[config.mk]
export PLATFORM = sky130hd
export DESIGN_NAME = escalonador_pedidos
export DESIGN_NICKNAME = d
export VERILOG_FILES = /design/src/rtl/escalonador_pedidos_pkg.sv /design/src/rtl/escalonador_pedidos_fila.sv /design/src/rtl/escalonador_pedidos.sv
export SDC_FILE = /design/constraint.sdc
export NUM_CORES = 1
export LEC_CHECK = 0
export BUFFER_PORTS_ARGS = -buffer_cell sky130_fd_sc_hd__buf_4
export CORE_MARGIN = 5
export CORE_UTILIZATION = 55
export DETAILED_ROUTE_END_ITERATION = 8
export HOLD_SLACK_MARGIN = 0.05
export PLACE_DENSITY = 0.84
export SETUP_SLACK_MARGIN = 0.5
export SYNTH_ARGS = -nofsm -noshare
export SYNTH_HDL_FRONTEND = slang
export SYNTH_SLANG_ARGS = --single-unit
[constraint.sdc]
create_clock -name clock -period 7.4 [get_ports clock]
set_clock_uncertainty 0.05 [all_clocks]
set_input_delay 1.48 -clock clock [delete_from_list [all_inputs] [get_ports clock]]
set_output_delay 1.48 -clock clock [all_outputs]
set_load 0.02 [all_outputs]
[src/rtl/escalonador_pedidos_pkg.sv]
// Shared types and defaults for the SmartCargo order scheduler.
package escalonador_pkg;
    localparam int ANDAR_W_PADRAO   = 2;
    localparam int N_ANDARES_PADRAO = 4;

    typedef enum logic [1:0] {
        VAZIO   = 2'b00,
        ORIGEM  = 2'b01,
        DESTINO = 2'b10
    } estado_t;

    typedef struct packed {
        logic [ANDAR_W_PADRAO-1:0] origem;
        logic [ANDAR_W_PADRAO-1:0] destino;
    } pedido_t;
endpackage

[src/rtl/escalonador_pedidos_fila.sv]
// Order FIFO: head is read straight from storage, so it has no read latency.
module fila_pedidos
    import escalonador_pkg::*;
#(
    parameter type T     = pedido_t,
    parameter int  DEPTH = 8
) (
    input  logic                       clock,
    input  logic                       limpa,
    input  logic                       push,
    input  logic                       pop,
    input  T                           dado,
    output T                           cabeca,
    output logic [$clog2(DEPTH+1)-1:0] ocupacao,
    output logic                       cheia,
    output logic                       vazia
);
    localparam int AW = $clog2(DEPTH);
    localparam int OW = $clog2(DEPTH+1);
    localparam logic [OW-1:0] CHEIO = OW'(DEPTH);

    T mem [DEPTH];
    logic [AW-1:0] wptr, rptr;
    logic push_ok, pop_ok;

    assign push_ok = push & ~cheia;
    assign pop_ok  = pop & ~vazia;
    assign cabeca  = mem[rptr];
    assign cheia   = (ocupacao == CHEIO);
    assign vazia   = (ocupacao == '0);

    // Storage is left unreset so it can map onto plain RAM.
    always_ff @(posedge clock) begin
        if (push_ok) mem[wptr] <= dado;
    end

    always_ff @(posedge clock) begin
        if (limpa) begin
            wptr     <= '0;
            rptr     <= '0;
            ocupacao <= '0;
        end else begin
            if (push_ok) wptr <= wptr + 1'b1;
            if (pop_ok)  rptr <= rptr + 1'b1;
            case ({push_ok, pop_ok})
                2'b10:   ocupacao <= ocupacao + 1'b1;
                2'b01:   ocupacao <= ocupacao - 1'b1;
                default: ocupacao <= ocupacao;
            endcase
        end
    end
endmodule

[src/rtl/escalonador_pedidos.sv]
// Order scheduler: round-robin arbiter, order validation, queue and origin/destination phase FSM.
module escalonador_pedidos
    import escalonador_pkg::*;
#(
    parameter int N_ANDARES = N_ANDARES_PADRAO,
    parameter int ANDAR_W   = ANDAR_W_PADRAO,
    parameter int DEPTH     = 8
) (
    input  logic                       clock,
    input  logic                       reset,
    input  logic                       limpa,
    input  logic                       req_a_valid,
    input  logic [ANDAR_W-1:0]         req_a_origem,
    input  logic [ANDAR_W-1:0]         req_a_destino,
    output logic                       req_a_ack,
    input  logic                       req_b_valid,
    input  logic [ANDAR_W-1:0]         req_b_origem,
    input  logic [ANDAR_W-1:0]         req_b_destino,
    output logic                       req_b_ack,
    input  logic [ANDAR_W-1:0]         andar_atual,
    input  logic                       shift,
    output logic                       tem_destino,
    output logic [ANDAR_W-1:0]         destino,
    output logic                       sobe,
    output logic                       eh_origem,
    output logic                       chegou_destino,
    output logic                       fila_cheia,
    output logic                       fila_vazia,
    output logic [$clog2(DEPTH+1)-1:0] ocupacao,
    output logic                       erro_pedido,
    output logic [1:0]                 estado_db
);
    localparam int OW = $clog2(DEPTH+1);
    localparam logic [ANDAR_W:0] LIMITE = N_ANDARES[ANDAR_W:0];

    typedef struct packed {
        logic [ANDAR_W-1:0] origem;
        logic [ANDAR_W-1:0] destino;
    } pedido_l_t;

    estado_t   estado;
    logic      rr;
    pedido_l_t cab, escolhido;
    logic      limpar, grant_a, grant_b, grant, valido, push, pop;
    logic [OW-1:0] ocup_prox;

    assign limpar = reset | limpa;

    // Full is judged on the registered count: a same-cycle pop never frees a slot early.
    always_comb begin
        grant_a = 1'b0;
        grant_b = 1'b0;
        if (!limpar && !fila_cheia) begin
            if (req_a_valid && (!req_b_valid || !rr)) grant_a = 1'b1;
            else if (req_b_valid)                     grant_b = 1'b1;
        end
    end

    assign grant     = grant_a | grant_b;
    assign escolhido = grant_a ? {req_a_origem, req_a_destino} : {req_b_origem, req_b_destino};
    assign valido    = (escolhido.origem != escolhido.destino) &&
                       ({1'b0, escolhido.origem} < LIMITE) &&
                       ({1'b0, escolhido.destino} < LIMITE);
    assign push        = grant & valido;
    assign erro_pedido = grant & ~valido;
    assign req_a_ack   = grant_a;
    assign req_b_ack   = grant_b;
    assign pop         = (estado == DESTINO) & shift & ~limpar;
    assign ocup_prox   = ocupacao - OW'(pop) + OW'(push);

    fila_pedidos #(.T(pedido_l_t), .DEPTH(DEPTH)) u_fila (
        .clock    (clock),
        .limpa    (limpar),
        .push     (push),
        .pop      (pop),
        .dado     (escolhido),
        .cabeca   (cab),
        .ocupacao (ocupacao),
        .cheia    (fila_cheia),
        .vazia    (fila_vazia)
    );

    always_ff @(posedge clock) begin
        if (limpar) begin
            estado <= VAZIO;
            rr     <= 1'b0;
        end else begin
            if (grant) rr <= ~rr;
            case (estado)
                VAZIO:   if (ocupacao != '0) estado <= ORIGEM;
                ORIGEM:  if (shift) estado <= DESTINO;
                DESTINO: if (shift) estado <= (ocup_prox != '0) ? ORIGEM : VAZIO;
                default: estado <= VAZIO;
            endcase
        end
    end

    always_comb begin
        case (estado)
            ORIGEM:  destino = cab.origem;
            DESTINO: destino = cab.destino;
            default: destino = '0;
        endcase
    end

    assign estado_db      = estado;
    assign tem_destino    = (estado != VAZIO);
    assign eh_origem      = (estado == ORIGEM);
    assign sobe           = tem_destino && (destino > andar_atual);
    assign chegou_destino = tem_destino && (destino == andar_atual);
endmodule

== After elaboration in Yosys (flattened, before gate mapping) ==
Memories as Yosys holds them, arrays and structs flattened. A register that Yosys moved wholly into a read port is not among the register bits.
Cells that the tools add are included.

* Register bits after elaboration: 13
* Memory bits (writable): 32
* Word-level logic and storage cells: 69
* Latch bits: 0
* Memories kept: 1
* Input port bits: 16
* Memory bits (read-only): 0
* Output and inout port bits: 17

* Add/sub/neg operators: 6
* Reduce and logical (&&, ||, !) cells: 16
* Eq/ne operators: 10
* Divide/modulo/power cells: 0
* $mul: 0
* Mux-type cells: 17
* Order comparisons: 1
* Bitwise logic cells: 13
* Shifts and indexed selects: 0

{| class="wikitable"
|+ Memory list
! memory !! words !! bits a word !! rd ports !! clocked after Yosys merged registers in !! wr ports !! RTL line !! text
|-
| u_fila.mem || 8 || 4 || 1 || 1 || 1 || escalonador_pedidos_fila.sv:22 || <nowiki>T mem [DEPTH];</nowiki>
|}

{| class="wikitable"
|+ Operator list
! cell !! count
|-
| $mux W1 || 8
|-
| $pmux W4 S2 || 1
|-
| $reduce_bool A4 Y1 || 2
|-
| $add A3 B1 Y3 const B || 2
|-
| $and A1 B1 Y1 || 6
|-
| $mux W2 || 3
|-
| $mux W3 || 2
|-
| $ne A2 B2 Y1 const B || 3
|-
| $pmux W2 S3 || 1
|-
| $not A1 Y1 || 5
|-
| $add A4 B1 Y4 || 1
|-
| $add A4 B1 Y4 const B || 1
|-
| $eq A2 B1 Y1 const B || 2
|-
| $eq A2 B2 Y1 const B || 2
|-
| $eq A4 B4 Y1 const B || 1
|-
| $logic_and A1 B1 Y1 || 4
|-
| $logic_not A1 Y1 || 4
|-
| $logic_not A4 Y1 || 1
|-
| $mux W4 || 1
|-
| $pmux W2 S2 || 1
|-
| $reduce_bool A2 Y1 || 2
|-
| $sub A4 B1 Y4 || 1
|-
| $sub A4 B1 Y4 const B || 1
|-
| $reduce_and A3 Y1 || 1
|-
| 6 further kinds || 7
|}

== Logic depth before layout (Yosys ltp) ==
Gate-level depths: netlist of the first run.

* Word-level depth: 13
* Mapped depth: 15

== By module ==
From an unflattened synthesis of the first run, not the netlist that was laid out.

* Cells, all modules: 198
* Area, all modules: 2463.6 µm²

{| class="wikitable"
|+ Modules (own cells, without submodules)
! module !! instances !! cells an instance !! area each (µm²) !! seq. area each (µm²)
|-
| fila_pedidos || 1 || 122 || 1866.8 || 1221.2
|-
| escalonador_pedidos || 1 || 76 || 596.8 || 60.1
|}

== Worst setup path before layout of the first run ==
Ideal clock, no wire load.

* Path type: input port to output port
* From: input port limpa
* To: output port erro_pedido
* Stages on the path: 3
* Arrival time: 2.438 ns
* Path buffers: 1
* Path slack: 3.432 ns
* Cell sequence: or2_1 clkbuf_1 nor3_1

* Cells in the longest elaborated chain, start to end: 8

{| class="wikitable"
|+ RTL lines
! element !! RTL line !! text
|-
| start, declared || escalonador_pedidos.sv:11 || <nowiki>input logic limpa,</nowiki>
|-
| $or A1 B1 Y1 (*) || escalonador_pedidos.sv:47 || <nowiki>assign limpar = reset | limpa;</nowiki>
|-
| $logic_not A1 Y1 (*) || escalonador_pedidos.sv:53 || <nowiki>if (!limpar && !fila_cheia) begin</nowiki>
|-
| $logic_and A1 B1 Y1 (*) || escalonador_pedidos.sv:53 ||
|-
| $mux W1 || escalonador_pedidos.sv:53 ||
|-
| $mux W4 || escalonador_pedidos.sv:60 || <nowiki>assign escolhido = grant_a ? {req_a_origem, req_a_destino} : {req_b_origem, req_b_destino};</nowiki>
|-
| $ne A2 B2 Y1 || escalonador_pedidos.sv:61 || <nowiki>assign valido = (escolhido.origem != escolhido.destino) &&</nowiki>
|-
| $not A1 Y1 || escalonador_pedidos.sv:65 || <nowiki>assign erro_pedido = grant & ~valido;</nowiki>
|-
| $and A1 B1 Y1 (*) || escalonador_pedidos.sv:65 ||
|-
| end, declared || escalonador_pedidos.sv:30 || <nowiki>output logic erro_pedido,</nowiki>
|}

Mark *: on every way between the ends. The rest lies on a longest branch, timed or not.

==> impl_summary.md, run 1 <==
Finish
The finished layout holds approximately 290 standard cells, fillers aside. Registers take around 0.0013 mm^2. Compared with the post-synthesis result, the final layout area differs by 14.6%. The count of inserted antenna diode cells is 0.

In the layout the commonest cells are 32 x sky130_fd_sc_hd__buf_4, 32 x sky130_fd_sc_hd__edfxtp_1, 18 x sky130_fd_sc_hd__inv_1. The final layout contains roughly 270 nets. The layout cell share with drive strength beyond 1 is between 20% and 30%. Fill cells in the final layout number 323. The area of combinational cells with multiple inputs is between 0.001 and 0.0015 mm^2.

Global routing
For this run, the total global-route usage over all layers was measured as between 15 and 20%. The met3 usage in global routing is ~2.9%. The via count of the first global-routing pass is around 1.7k. The met2 demand-to-capacity share in global routing is around 27%. The number of antenna violations at the first check in global routing is 0. The met1 track demand over resource is a little under a fifth.

The first global-routing pass estimated 7550 um of wire. The peak-usage layer in the global routing report is met2. The total grt overflow is 0. Entering global routing, the biggest net connects 15 pins.

CTS
The count of instances resized after the clock tree is built is 0. The total setup buffers inserted after CTS is 0. After clock tree synthesis, the flow added hold-fix buffers numbering 0. In this run the number of H-tree levels came out at 2. The number of clock sinks is 48.

The TritonCTS clock tree is built. The buffer type at the clock tree root is sky130_fd_sc_hd__clkbuf_8. After clock tree synthesis, the clock-pin slew on the worst setup and hold paths is around 80 ps. The buffer levels on the longest clock path is 2. The clock latency of the later-clocked register in the worst-skew pair is 290 ps.

The clock buffer count from CTS is 5.

Die
The horizontal die dimension is roughly 78 um. The total die area is between 0.006 and 0.007 mm^2. The top-level I/O count is 33. For this configuration, the core starts out at a cell density of ~57%. After floorplanning, the core was sized to cover roughly 0.0044 mm^2. The die span in y is a little under 80 um. Row generation in the floorplan step produced 24 rows.

Yosys
Synthesis produced a netlist with a net count of between 200 and 250. Yosys printed 0 warnings. The area share of the leading cell type in the synthesized netlist is roughly 38%. Dividing the synthesized area by the synthesized cell count gives approximately 13 um^2.

In this run, synthesis produced a sequential element count of 48. The instance count of the mapped netlist is about 200. Summing the sequential cell areas from Yosys gives around 50% of the chip area. The distinct cell type count of the synthesized netlist is 48. The post-synthesis instance area is ~0.0025 mm^2. The cell type with the highest aggregate area in the netlist is sky130_fd_sc_hd__edfxtp_1. Yosys attributes the largest share of cell area to sky130_fd_sc_hd__edfxtp_1 38%, sky130_fd_sc_hd__dfxtp_1 13%, sky130_fd_sc_hd__ha_1 8.4%.

Route
The final antenna-violating net count is 0. The final route contains roughly 1.6k vias. After detailed routing, the number of vias per cell comes to about 5.7.

The detailed-route DRC error count is 0. In the final routed layout, each cell accounts on average for around 16 um. The total wire length is approximately 4500 um. The first detailed-routing pass took 4 iterations. The first routing iteration left 55 violations.

Timing
The maximum operating frequency is about 0.24 GHz. The number of pins exceeding their max-slew limit in the final report is 0. At the pin with the least slew margin, the transition time is around 870 ps. After layout, the worst path uses a little under three fifths of the clock period. Setup repair after global routing left no endpoint under its margin. In the post-route analysis, the smallest setup slack over all paths is ~3300 ps. Setup violations remaining at the end of the flow were counted as 0. The count of endpoints failing hold in the final timing report is 0.

The final critical-path required period is just over 4000 ps. After routing, the total negative slack on setup checks comes to 0 ps. The headroom to the max-slew limit is between 40% and 50%.

Placement
The half-perimeter wire length after placement is around 3400 um. The pre-CTS worst setup slack is 3300 ps. Buffers placed on the I/O ports in this run total 32. Including well taps, the total number of placed cells is approximately 280.

The placer congestion estimate is between 0.7 and 0.8.

Critical path
Data on the critical path is required at its endpoint by around 5900 ps. The worst endpoint data arrival time is between 2000 and 3000 ps. The biggest cell delay along the critical path is between 600 and 700 ps. The category of the worst setup path capture point is an output port. The critical setup path kind is reg -> out. STA classifies the critical path startpoint as a flip-flop.

Among all stages on the critical path, the largest delay is contributed by sky130_fd_sc_hd__dfxtp_1. In this run the worst path has a maximum fanout of 8. Walking the worst path, the cells encountered are mux4_2 -> mux2i_1 -> o22ai_1 -> ha_1 -> a21oi_1 -> a211oi_1 -> buf_4.

Power and ir drop
The cell area power density is 176 mW/mm^2. The leakage power summed over all cells is about 1.2 nW. The maximum ir drop on the vdd rail is 0.000166 V.

Worst hold path
The min-delay analysis places its worst path in the category reg -> reg.

Run status
The flow ran to the end, and the final reports show no timing, DRC or antenna violations.

Flow run
The number of maximum-capacitance violations is 0.
[sequential cells by signal, indices dropped and copies added (netlist names), named ones only]
register         count
rr                   1
u_fila.ocupacao      4
u_fila.wptr          3
u_fila.mem          32
u_fila.rptr          3
estado_db            2
[report_power, final]
part / switching, mW / internal [mW]
logic: 0.0223 / 0.0174
clock network: 0.0797 / 0.100
registers: 0.00260 / 0.289
total: 0.105 / 0.407
[per-layer routing]
layer  share of wire, %  vias to the layer above
met1                 44                      784
li1                   -                      791
met5                  0                        -
met2                 49                       44
met4                1.6                        0
met3                5.1                        8
[metrics by stage]
| stage | total power [mW] | utilization (%) | cell area (um^2) | hold WS (ps) |
|---|---|---|---|---|
| 2_1_floorplan | 0.322 | - | 2530 | 404 |
| 4_1_cts | 0.516 | 65.8 | 2900 | 440 |
| 6_report | 0.511 | 65.8 | 2900 | 434 |
| 5_1_grt | 0.529 | 65.8 | 2900 | 469 |
| 3_3_place_gp | 0.336 | 63.4 | 2800 | 422 |
| 3_5_place_dp | 0.337 | 63.4 | 2800 | 429 |
[worst max-delay path: cells and delay by family, from the launching register on]
kind	cells	cell delay, ps
AOI/OAI and AO/OA	3	400
adders and majority gates	1	330
buffers and inverters	1	180
DFF	1	640
muxes	2	760
[path summary, 6_finish.rpt]
check | from | end | slack [ps] | cells past startpoint
worst max-delay path | flip-flop | sobe | 3260 | 7
worst min-delay path | u_fila.rptr[1] | flip-flop | 430 | 2
worst min register to register | u_fila.rptr[1] | flip-flop | 430 | 2
worst max register to register | u_fila.ocupacao[2] | u_fila.ocupacao[3] | 4450 | 12
[cell type report]
type,instances,share of cell area (%)
clock inverters,2,1.21
clock buffers,6,2.50
multi-input cells,125,38.9
flip-flops and latches,48,44.1
repair buffers,32,8.27
well taps,52,2.24
inverters,21,2.76
[Yosys cell counts (all sizes together)]
master	instances
a211oi	1
a21boi	1
a21o	2
a21oi	6
a2bb2oi	1
a32oi	1
and3	2
and4bb	1
buf	3
clkbuf	4
clkinv	1
dfxtp	16
edfxtp	32
fa	2
ha	17
inv	20
mux2	4
mux2i	11
mux4	8
nand2	11
nand2b	3
nand3	2
nor2	17
nor2b	1
nor3	4
nor3b	1
nor4	2
nor4b	4
o211a	2
o21a	2
o21ai	2
o221a	1
o221ai	1
o22a	1
o22ai	1
or2	1
or3b	2
xnor2	1
xor2	9
[cells by family (layout without fill, tap and decap cells)]
kind of cell               after synthesis  in the layout  share of synthesized area (%)
and+or+nand+nor                         51             51                           11.2
DFF                                     48             48                           50.6
buffers and inverters                   28             61                           4.84
muxes                                   23             23                           13.2
AOI/OAI and AO/OA                       22             22                           6.72
adders and majority gates               19             19                           9.98
xor gates and xnor gates                10             10                           3.46
Power figures use the tool's default switching activity.
==> inputs of run 2 (changes only) <==
--- a/config.mk
+++ b/config.mk
@@ -5,6 +5,7 @@
 export SDC_FILE = /design/constraint.sdc
 export NUM_CORES = 1
 export LEC_CHECK = 0
+export ABC_AREA = 1
 export BUFFER_PORTS_ARGS = -buffer_cell sky130_fd_sc_hd__buf_4
 export CORE_MARGIN = 5
 export CORE_UTILIZATION = 55
==> constraint.sdc (replaced) <==
create_clock -name clock -period 3.95 [get_ports clock]
set_clock_uncertainty 0.05 [all_clocks]
set_input_delay 0.79 -clock clock [delete_from_list [all_inputs] [get_ports clock]]
set_output_delay 0.79 -clock clock [all_outputs]
set_load 0.02 [all_outputs]
==> impl_summary.md, run 2 <==
Run status
The flow ran to the end, and the final reports show no timing, DRC or antenna violations.

CTS
The TritonCTS clock tree is built. Clock tree synthesis inserted a total of 5 buffers. The hold buffer count at cts is 0. The tree built by TritonCTS fans out to 48 sinks.

The clock passes through at most 2 buffers. The clock-pin slew on the worst setup and hold paths is approximately 80 ps. The buffer type at the clock tree root is sky130_fd_sc_hd__clkbuf_8.

The clock latency of the later-clocked register in the worst-skew pair is around 300 ps. CTS built an H-tree with a depth of 2.

Global routing
The first-pass GRT wire length is 8180 um. In the global route stage, overall resource usage came out at around 17%. The via count of the first global-routing pass is between 1.5k and 2k.

The total grt overflow is 0. The number of antenna violations at the first check in global routing came to 0. The largest net degree at the start of global routing is 18.

Placement
Port buffering added 32 buffers. The placer congestion estimate is ~0.78. The cell area reported after detailed placement is slightly below 0.003 mm^2. The half-perimeter wire length after placement is 3600 um.

Finish
For this run, the post-layout net count is 353. Compared with the post-synthesis result, the final layout area differs by 17.4%. Cells fill 66.0% of the core in the end. The count of inserted antenna diode cells is 0. The number of flip-flops in the largest register is 32.

Of the cells placed in the final design, the portion with a size suffix greater than 1 is between 20% and 30%. In the final layout, the registers with the most flip-flops are u_fila.mem (32), u_fila.ocupacao (4). After filler insertion, the fill cell instance count of the layout stands at ~370. The leading cell type in the layout, fill and taps excluded is sky130_fd_sc_hd__nand2_1. After routing the design area is between 0.003 and 0.004 mm^2. In the layout the commonest cells are 39 x sky130_fd_sc_hd__nand2_1, 37 x sky130_fd_sc_hd__nor2_1, 37 x sky130_fd_sc_hd__buf_4.

Counting flops per register, the top entry is u_fila.mem.

Worst hold path
The min-delay analysis places its worst path in the category reg -> reg.

Yosys
The number of enable-type register cells in the synthesized netlist is 32. The area share of the leading cell type in the synthesized netlist is a little under two fifths. Summing every instance area after synthesis gives between 0.002 and 0.003 mm^2.

The cell type with the highest aggregate area in the netlist is sky130_fd_sc_hd__edfxtp_1. For this run, the number of Yosys warnings is 0. For this run, the register share of the synthesized area comes to between 40% and 50%.

When the netlist entered floorplanning its net count stood at between 300 and 400. Ranked by total cell area, the synthesized netlist is headed by sky130_fd_sc_hd__edfxtp_1 37%, sky130_fd_sc_hd__dfxtp_1 12%, sky130_fd_sc_hd__ha_1 8.1%. After synthesis the netlist holds a flip-flop and latch count of 48.

In the synthesized netlist, the cells that appear most often are 39 x sky130_fd_sc_hd__nand2_1, 37 x sky130_fd_sc_hd__nor2_1, 32 x sky130_fd_sc_hd__edfxtp_1, 32 x sky130_fd_sc_hd__inv_1, 17 x sky130_fd_sc_hd__ha_1. The cell with the most instances after synthesis is sky130_fd_sc_hd__nand2_1. The average footprint of a synthesized cell is ~9.4 um^2. The async set-reset flop share out of synthesis is 0%.

The most instantiated flip-flop cell in the synthesis netlist is sky130_fd_sc_hd__edfxtp_1. Counting every instance in the synthesized netlist gives 280. The distinct cell type count of the synthesized netlist is 34.

Die
The die span in y is between 70 and 80 um. The initial utilization of the core area, before any placement, comes to 56.2%. For this design the top-level I/O count stands at 33. The total die area is roughly 0.0062 mm^2.

After floorplanning, the core was sized to cover about 0.0047 mm^2. The horizontal die dimension is 79 um. Row generation in the floorplan step produced 25 rows.

Route
For this block, the initial DRC count from the detailed router was approximately 220. The detail route stage leaves a number of antenna-violating nets equal to 0. The number of search-and-repair iterations in the first detailed-routing pass is 4. The average via count per standard cell is about 5.3.

The detail-routed net length per standard cell is between 10 and 15 um. The total wire length is between 4000 and 5000 um. The routed layout has 1976 vias. For this run, design rule violations remaining after detail routing come to 0.

Critical path
The critical path is of the in -> reg type. The critical path launch point type is an input port. Data on the critical path is required at its endpoint by between 4000 and 5000 ps. The worst setup path is captured at a flip-flop. STA puts the critical path data arrival time at 3300 ps. Of all nets on the critical path, the largest fanout is 9.

Power and ir drop
Of the total power, combinational logic draws between 10% and 20%. The leakage power summed over all cells is between 1 and 1.5 nW. Net switching is about 22% of the power. The analysis attributes to net switching a power of between 0.2 and 0.25 mW. Dividing total power by cell area gives a power density of 354 mW/mm^2. The power consumption is 1.09 mW. The maximum ir drop on the vdd rail is 0.000220 V.

The sequential power share is 50.3%. Cell internal power was estimated by the tool at ~0.85 mW. The fraction of power consumed by the clock network is between 30% and 40%.

Timing
The worst hold slack is between 400 and 500 ps. Setup violations remaining at the end of the flow were counted as 0. The final critical-path required period is about 3200 ps. The total negative slack is 0 ps. The count of endpoints failing hold in the final timing report is 0. Of the available clock period, the critical path in the final layout requires about four fifths. The transition at the pin with the smallest max-transition slack is between 400 and 500 ps.

Setup repair after global routing left no endpoint under its margin. The maximum operating frequency is between 0.3 and 0.4 GHz. The headroom to the max-slew limit is between 60% and 70%. The number of pins exceeding their max-slew limit in the final report is 0.

Flow run
The number of maximum-capacitance violations is 0.
run 2: layer usage:
| metal | global-route usage, % | routed length [um] |
|---|---|---|
| met1 | 21.8 | 2110 |
| met2 | 27.4 | 2470 |
| met3 | 3.51 | 319 |
| met4 | 6.70 | 82 |
| met5 | 0 | 0 |
run 2: layout make-up:
class / instances / area, um^2 / area share [%]
Timing Repair Buffer: 37 / 278 / 9.03
Clock inverter: 3 / 68.8 / 2.24
Multi-Input combinational cell: 186 / 1160 / 37.7
Inverter: 40 / 153 / 4.96
Clock buffer: 5 / 68.8 / 2.24
Tap cell: 54 / 67.6 / 2.20
Sequential cell: 48 / 1280 / 41.7
run 2: worst paths after layout:
check                           cells after the start        endpoint  slack, ps               start
worst min-delay path                                2  u_fila.rptr[2]        440      u_fila.rptr[2]
worst max register to register                     23    estado_db[0]        880  u_fila.ocupacao[2]
worst min register to register                      2  u_fila.rptr[2]        440      u_fila.rptr[2]
worst max-delay path                               22    estado_db[0]        790               reset
run 2: logic make-up (layout without fill, tap and decap cells):
kind of cell | after synthesis | in the layout | synth area share, %
and+or+nand+nor | 111 | 111 | 20.8
AOI/OAI and AO/OA | 50 | 50 | 11.3
DFF | 48 | 48 | 48.9
buffers and inverters | 46 | 85 | 7.12
adders and majority gates | 19 | 19 | 9.65
muxes | 4 | 4 | 1.53
xor gates and xnor gates | 2 | 2 | 0.669
run 2: timing repair:
action | 4_1_cts | 5_1_grt
resized for setup | 0 | 1
endpoints found under the hold margin | 0 | 0
endpoints found under the setup margin | 0 | 3
setup buffers | 0 | 4
run 2: power by group through the flow:
stage / clock (mW) / combinational [mW] / sequential [mW]
floorplan: 0 / 0.0769 / 0.561
global placement: 0 / 0.116 / 0.559
detailed placement: 0 / 0.119 / 0.559
CTS: 0.419 / 0.120 / 0.547
global route: 0.441 / 0.138 / 0.548
finish: 0.418 / 0.123 / 0.547
run 2: critical path: stages:
cell                      delay (ps)
sky130_fd_sc_hd__buf_4           120
sky130_fd_sc_hd__nor2_4          180
sky130_fd_sc_hd__buf_4           170
sky130_fd_sc_hd__nand4_1         130
sky130_fd_sc_hd__nand2_2         210
sky130_fd_sc_hd__nand2_1         100
sky130_fd_sc_hd__nand2_2          70
sky130_fd_sc_hd__inv_2            40
sky130_fd_sc_hd__nand2_4          80
sky130_fd_sc_hd__nand2_4          70
sky130_fd_sc_hd__inv_4            80
sky130_fd_sc_hd__ha_1            160
sky130_fd_sc_hd__inv_1            50
sky130_fd_sc_hd__fa_1            370
sky130_fd_sc_hd__nand2_1          80
sky130_fd_sc_hd__inv_1            40
sky130_fd_sc_hd__nor4b_1         240
sky130_fd_sc_hd__nand3_1         100
sky130_fd_sc_hd__nand2_1          70
sky130_fd_sc_hd__nand2_1          50
sky130_fd_sc_hd__nand2_1          60
sky130_fd_sc_hd__a21oi_1          60
run 2: per-stage QoR:
stage,cells,setup slack [ps]
6_report,373,787
4_1_cts,369,660
3_3_place_gp,361,453
2_1_floorplan,280,816
5_1_grt,373,499
3_5_place_dp,361,340
